## src/rtl/miniRV_pkg.sv

```systemverilog
// Shared definitions for the miniRV program-load path.
package miniRV_pkg;

    // Bytes in one little-endian word, also the length of the frame header.
    localparam int HDR_BYTES = 4;

    typedef enum logic [2:0] {
        IDLE,
        CLR,
        HDR,
        DATA,
        CSUM,
        DONE,
        ERROR
    } loader_state_t;

endpackage

```

## src/rtl/byte_packer.sv

```systemverilog
// Packs a byte stream into 32-bit little-endian words. The completed word is
// presented combinationally alongside the 4th byte so the caller can register
// it on the same edge that accepts that byte.
module byte_packer
    import miniRV_pkg::*;
(
    input  logic        clk,
    input  logic        reset_n,
    input  logic        clear,
    input  logic        strobe,
    input  logic [7:0]  data,
    output logic [31:0] word,
    output logic        word_valid
);

    // The three earlier bytes of the current word; the oldest sits in [7:0].
    logic [23:0] shift_reg;
    logic [1:0]  idx_reg;

    // Shift each new byte in from the top and count bytes modulo one word.
    always_ff @(posedge clk) begin
        if (!reset_n || clear) begin
            shift_reg <= '0;
            idx_reg   <= '0;
        end else if (strobe) begin
            shift_reg <= {data, shift_reg[23:8]};
            idx_reg   <= idx_reg + 2'd1;
        end
    end

    assign word       = {data, shift_reg};
    assign word_valid = strobe && (idx_reg == 2'(HDR_BYTES - 1));

endmodule

```

## src/rtl/prog_loader.sv

```systemverilog
// Program-load stage for the miniRV core: receives a framed, XOR-checksummed
// byte stream, writes the image through the core's load port and only then
// releases the core from reset.
module prog_loader
    import miniRV_pkg::*;
#(
    parameter logic [31:0] BASE_ADDR = 32'h0000_0000,
    parameter int          MAX_WORDS = 4096
)
(
    input  logic        clk,
    input  logic        reset_n,
    input  logic        start,
    input  logic        in_valid,
    input  logic [7:0]  in_data,
    output logic        in_ready,
    output logic        rom_wen,
    output logic [31:0] rom_wdata,
    output logic [31:0] rom_addr,
    output logic        mem_reset,
    output logic        core_reset,
    output logic        done,
    output logic        err
);

    loader_state_t state_reg;
    logic [31:0]   n_reg;
    logic [31:0]   word_idx_reg;
    logic [7:0]    csum_reg;

    logic          accept;
    logic          pack_clear;
    logic          pack_strobe;
    logic [31:0]   word;
    logic          word_valid;

    // in_ready is only ever high in HDR, DATA and CSUM, so accept implies one of those.
    assign accept      = in_valid && in_ready;
    assign pack_clear  = (state_reg == CLR);
    assign pack_strobe = accept && ((state_reg == HDR) || (state_reg == DATA));

    byte_packer u_packer (
        .clk        (clk),
        .reset_n    (reset_n),
        .clear      (pack_clear),
        .strobe     (pack_strobe),
        .data       (in_data),
        .word       (word),
        .word_valid (word_valid)
    );

    // Loader FSM; every output is registered and set on the edge entering its state.
    always_ff @(posedge clk) begin
        if (!reset_n) begin
            state_reg    <= IDLE;
            n_reg        <= '0;
            word_idx_reg <= '0;
            csum_reg     <= '0;
            in_ready     <= 1'b0;
            rom_wen      <= 1'b0;
            rom_wdata    <= '0;
            rom_addr     <= BASE_ADDR;
            mem_reset    <= 1'b0;
            core_reset   <= 1'b1;
            done         <= 1'b0;
            err          <= 1'b0;
        end else begin
            rom_wen   <= 1'b0;
            mem_reset <= 1'b0;

            case (state_reg)
                IDLE, DONE, ERROR: begin
                    if (start) begin
                        state_reg  <= CLR;
                        mem_reset  <= 1'b1;
                        core_reset <= 1'b1;
                        done       <= 1'b0;
                        err        <= 1'b0;
                        in_ready   <= 1'b0;
                    end
                end

                CLR: begin
                    state_reg    <= HDR;
                    n_reg        <= '0;
                    word_idx_reg <= '0;
                    csum_reg     <= '0;
                    rom_addr     <= BASE_ADDR;
                    in_ready     <= 1'b1;
                end

                HDR: begin
                    if (accept) begin
                        csum_reg <= csum_reg ^ in_data;
                    end
                    if (word_valid) begin
                        n_reg <= word;
                        if (word > 32'(MAX_WORDS)) begin
                            state_reg <= ERROR;
                            err       <= 1'b1;
                            in_ready  <= 1'b0;
                        end else if (word == 32'd0) begin
                            state_reg <= CSUM;
                        end else begin
                            state_reg <= DATA;
                        end
                    end
                end

                DATA: begin
                    if (accept) begin
                        csum_reg <= csum_reg ^ in_data;
                    end
                    if (word_valid) begin
                        rom_wen      <= 1'b1;
                        rom_wdata    <= word;
                        rom_addr     <= BASE_ADDR + (word_idx_reg << 2);
                        word_idx_reg <= word_idx_reg + 32'd1;
                        if (word_idx_reg == n_reg - 32'd1) begin
                            state_reg <= CSUM;
                        end
                    end
                end

                CSUM: begin
                    if (accept) begin
                        // Compare before folding the candidate byte into the running XOR.
                        csum_reg <= csum_reg ^ in_data;
                        in_ready <= 1'b0;
                        if (in_data == csum_reg) begin
                            state_reg  <= DONE;
                            done       <= 1'b1;
                            core_reset <= 1'b0;
                        end else begin
                            state_reg  <= ERROR;
                            err        <= 1'b1;
                            core_reset <= 1'b1;
                        end
                    end
                end

                default: begin
                    state_reg <= IDLE;
                end
            endcase
        end
    end

endmodule

```

## config.mk

```make
export PLATFORM = sky130hd
export DESIGN_NAME = prog_loader
export DESIGN_NICKNAME = d
export VERILOG_FILES = /design/src/rtl/miniRV_pkg.sv /design/src/rtl/byte_packer.sv /design/src/rtl/prog_loader.sv
export SDC_FILE = /design/constraint.sdc
export NUM_CORES = 1
export LEC_CHECK = 0
export BUFFER_PORTS_ARGS = -buffer_cell sky130_fd_sc_hd__buf_4
export CAP_MARGIN = 20
export CORE_AREA = 2 2 143 110
export CTS_CLUSTER_DIAMETER = 150
export DETAILED_ROUTE_END_ITERATION = 7
export DIE_AREA = 0 0 145 112
export PLACE_DENSITY = 0.74
export SLEW_MARGIN = 5
export SYNTH_ARGS = -nofsm -noshare
export SYNTH_HDL_FRONTEND = slang
export SYNTH_HIERARCHICAL = 1
export SYNTH_SLANG_ARGS = --single-unit
```

## constraint.sdc

```tcl
create_clock -name clk -period 6.8 [get_ports clk]
set_clock_uncertainty 0.1 [all_clocks]
set_input_delay 1.02 -clock clk [delete_from_list [all_inputs] [get_ports clk]]
set_output_delay 1.02 -clock clk [all_outputs]
set_load 0.1 [all_outputs]
```

==> results of run 1 <==
==> critical path, cell delays in order (launching register included) <==
cell and delay (ns):
dfxtp_1 0.63, nand2b_1 0.22, nor2_2 0.12, buf_4 0.40, and2_1 0.34, nor2b_1 0.10
o311ai_0 0.33, a31oi_1 0.16, a2111o_1 0.45, a2111oi_0 0.24, and4bb_2 0.30, a21oi_1 0.08
o221a_1 0.24
==> worst paths after layout <==
| check | to | slack, ns | depth (start not counted) |
|---|---|---|---|
| setup reg to reg | state_reg[1] | 2.95 | 12 |
| hold reg to reg | rom_wdata[20] | 0.35 | 2 |
| setup / recovery | state_reg[1] | 2.95 | 12 |
| hold / removal | rom_wdata[20] | 0.35 | 2 |
==> metal layers <==
metal | vias to the layer above | share of wire, % | routed length, um | GRT usage (%)
li1 | 3567 | - | - | -
met1 | 3416 | 49 | 9700 | 35.8
met2 | 174 | 45 | 8940 | 39.4
met3 | 14 | 5.8 | 1150 | 5.57
met4 | 0 | 0.77 | 154 | 5.15
met5 | - | 0 | 0 | 0
==> report_power, final <==
group	internal (uW)	switching [uW]	total, uW
Clock	548	394	942
Combinational	101	317	418
Sequential	1010	31.6	1040
Total	1650	742	2400
==> stage by stage <==
| step | instance area, um^2 | setup WS [ns] | hold WS [ns] | cells | power, uW |
|---|---|---|---|---|---|
| 3_3_place_gp | 8570 | 2.74 | 0.342 | 1232 | 1470 |
| 6_report | 9170 | 2.95 | 0.353 | 1263 | 2400 |
| 2_1_floorplan | 8060 | 3.07 | 0.343 | 1022 | 1390 |
| 3_5_place_dp | 8570 | 2.63 | 0.348 | 1232 | 1470 |
| 5_1_grt | 9170 | 2.60 | 0.373 | 1263 | 2500 |
| 4_1_cts | 9140 | 2.99 | 0.357 | 1262 | 2410 |
==> cells in the mapped netlist (12+ instances only) <==
library cell  number  share of area (%)
a21oi_1          125                7.8
mux2i_1           29                3.6
xor2_1            43                4.7
nor4_1            18                1.4
or3_1             13                1.0
nor2_1           103                4.8
dfxtp_1          169                 42
clkbuf_1          54                2.5
xnor2_1           28                3.0
nand4_1           15                1.2
buf_4             12                1.1
nor3_1            14               0.87
nand3_1           83                5.2
nand2_1          174                8.1
o21ai_0           22                1.4
==> kinds of logic after synthesis <==
kind of cell               count (synthesis)  share of synthesized area (%)
other                                      1                         0.0466
adders and majority gates                  3                          0.466
AOI/OAI and AO/OA                        186                           13.2
buffers and inverters                     93                           5.59
xor gates and xnor gates                  71                           7.72
and+or+nand+nor                          467                           27.1
muxes                                     31                           3.88
DFF                                      169                           42.0
==> final cells by class <==
class,count,share of cell area [%]
well taps,205,2.80
inverters,12,0.505
clock inverters,10,1.34
clock buffers,20,4.87
repair buffers,87,7.34
flip-flops and latches,169,36.9
multi-input cells,760,46.2
==> metrics.txt, run 1 <==
Antenna Cells 0; post-route core utilization 61.6%; DR vias 7171; number of warnings issued by yosys 6; port buffer count 79; Most used DFF post-synth dfxtp_1; first-pass GRT wire length 33600 um; Peak VDD IR 0.164 mV; Rows 39; full die area 16200 um^2; Hold Crit Class register to register; Setup Buffers After CTS 0; critical path type register to register; Max Root-Sink Buffers 2; Clock Pin Slew Worst Setup and Hold Paths 0.06 ns; clock tree root buffer cell clkbuf_16; DR vias/cell 5.68; RSZ-0062 raised after global routing no; Critical R2R Launch state_reg[1]; total track usage 25.1%; Avg WL per Cell 15.8 um; I/O Pins 82; critical path endpoint category register; initial drt markers 506; CTS tree yes; Mapped Area 8060 um^2; H-Tree Depth 4; sequential area share after synthesis 42.0%; clk_lat worst skew 0.43 ns; endpoints failing setup 0; storage element area 3380 um^2; Initial DRT Pass Iterations 5; WP data arrival 4.07 ns; ANT nets after route 0; status complete, no violations; hpwl dp 13400 um; syn avg cell area 7.89 um^2; commonest cells after routing, fill and taps aside 174 x nand2_1, 169 x dfxtp_1, 124 x a21oi_1, 102 x nor2_1, 86 x buf_4; Leakage 0.00337 uW; maximum fanout along the worst path 27; multi-input logic area 4240 um^2; Initial Util 54.1%; hold path startpoint rom_wdata[20]; fin crit share 56.7%; max-cap violations 0; unique cell type count in the Yosys netlist 63; CTS Hold Buffers Added 0; Post-synth EDFFs 0; gr ovfl total 0; CTS buffer count 17; setup TNS 0 ns; startpoint types register; most common cell after layout, fill and taps aside nand2_1; worst path required time 7.01 ns; Area Growth Syn to Fin 13.8%; drt drc 0; largest net degree at the start of global routing 110; power per cell area 261 nW/um^2; Final min period 3.85 ns; Post-synth ARST share 0%; Post-Syn Instances 1021; fraction of layout cells with a size suffix above 1 12.9%; Max transition margin 29.4%; Die Wd 145 um; fmax 260 MHz; final count of pins violating max slew 0; RePlAce Congestion 0.909; vias in the first global route 6597; register bit total from synthesis 169; height of the die 112 um; initial antenna violation count 0; # fillers 1366; clk sink count 169; Nets 1062; worst setup path start state_reg[1]; routed wire length 20000 um; Post-CTS Resized 0; core area 14900 um^2; count of final hold-check violations 0; Slew @ Worst Pin 1.06 ns
Note: power is estimated with default switching activity, not from simulation.
==> run 2: changes to the inputs <==
Clock period 6.8 ns to 4 ns, I/O delays scaled along.
==> metrics.txt, run 2 (synthesis gave the netlist of run 1 again) <==
status complete, no violations; Leakage 0.00337 uW; drt drc 0; critical path endpoint category register; largest net degree at the start of global routing 66; WP data arrival 3.56 ns; Clock Pin Slew Worst Setup and Hold Paths 0.06 ns; full die area 16200 um^2; Nets 1067; total track usage 25.1%; DR vias 7167; final hold slack 0.323 ns; Final Power 4040 uW; CTS buffer count 17; clock tree root buffer cell clkbuf_16; storage element area 3380 um^2; vias in the first global route 6573; commonest cells after routing, fill and taps aside 174 x nand2_1, 169 x dfxtp_1, 124 x a21oi_1, 102 x nor2_1, 92 x buf_4; # fillers 1363; Setup Buffers After CTS 0; first-pass GRT wire length 33400 um; Clock power frac 38.3%; Final min period 3.35 ns; Avg WL per Cell 15.9 um; max-cap violations 0; final instance area 9160 um^2; routed wire length 20200 um; internal power 2760 uW; Initial DRT Pass Iterations 5; layer with the highest usage met2; RSZ-0062 raised after global routing no; gr ovfl total 0; fin crit share 83.7%; met2 Track Usage GR 38.6%; Comb power frac 18.1%; most common cell after layout, fill and taps aside nand2_1; initial drt markers 513; fmax 299 MHz; Post-CTS Resized 0; Sw Pwr 1280 uW; Rows 39; setup TNS 0 ns; startpoint types register; clk sink count 169; DP Area 8620 um^2; height of the die 112 um; multi-input logic area 4240 um^2; CTS tree yes; Slew @ Worst Pin 0.877 ns; Max transition margin 41.5%; met3 Usage GRT 6.23%; Net Sw Frac 31.7%; worst path required time 4.22 ns; Max Root-Sink Buffers 2; endpoints failing setup 0; power per cell area 441 nW/um^2; Peak VDD IR 0.303 mV; critical path type register to register; I/O Pins 82; core area 14900 um^2; Die Wd 145 um; RePlAce Congestion 0.942; met1 usage 35.9%; hpwl dp 14000 um; Flop pwr share 43.6%; Initial Util 54.1%; CTS Hold Buffers Added 0; Antenna Cells 0; H-Tree Depth 4; fraction of layout cells with a size suffix above 1 13.3%; clk_lat worst skew 0.43 ns; Hold Crit Class input pin to register; final count of pins violating max slew 0; DR vias/cell 5.65; maximum fanout along the worst path 17; Area Growth Syn to Fin 13.8%; ANT nets after route 0; port buffer count 79; count of final hold-check violations 0; initial antenna violation count 1
run 2: cell types whose count changed in the layout (fill, tap and decap cells not counted):
cell        change
buf_16          -1
clkinvlp_4      +2
buf_4           +6
clkinv_4        -2
bufinv_16       -1
clkinv_2        +2
run 2: cell type report:
cell class,instances,area share [%]
Tap cell,205,2.80
Sequential cell,169,36.9
Inverter,12,0.505
Clock buffer,20,4.87
Timing Repair Buffer,92,7.54
Multi-Input combinational cell,760,46.3
Clock inverter,11,1.09
run 2: path summary, 6_finish.rpt:
kind              slack, ns         start            to  cells after the start
setup / recovery       0.65  state_reg[1]  state_reg[1]                     12
hold / removal         0.32       reset_n    core_reset                      2
setup reg to reg       0.65  state_reg[1]  state_reg[1]                     12
hold reg to reg        0.35  rom_wdata[6]  rom_wdata[6]                      2
run 2: worst max-delay path, cell delays in order (launching register included):
cell	delay (ns)
dfxtp_1	0.63
nand2b_1	0.22
nor2_2	0.13
and2_1	0.13
buf_4	0.15
nor2b_1	0.06
o311ai_0	0.31
a31oi_1	0.16
a2111o_1	0.44
a2111oi_0	0.27
and4bb_2	0.31
a21oi_1	0.08
o221a_1	0.24
run 2: per-stage QoR:
stage	utilization [%]	instances	worst slack, ns
6_report	61.6	1269	0.653
5_1_grt	61.6	1269	0.374
2_1_floorplan	-	1022	0.273
4_1_cts	61.6	1269	0.682
3_3_place_gp	57.9	1238	0.794
3_5_place_dp	57.9	1238	0.702
run 2: power groups by stage:
stage	clock (uW)	sequential, uW	combinational (uW)
CTS	1570	1760	724
global placement	0	1800	715
floorplan	0	1820	535
global route	1650	1770	797
detailed placement	0	1800	718
finish	1550	1760	731
run 2: layer usage:
metal,routed length (um),vias to the layer above
met2,8810,201
met1,9970,3383
met3,1230,12
met4,155,0
met5,0,-
li1,-,3571
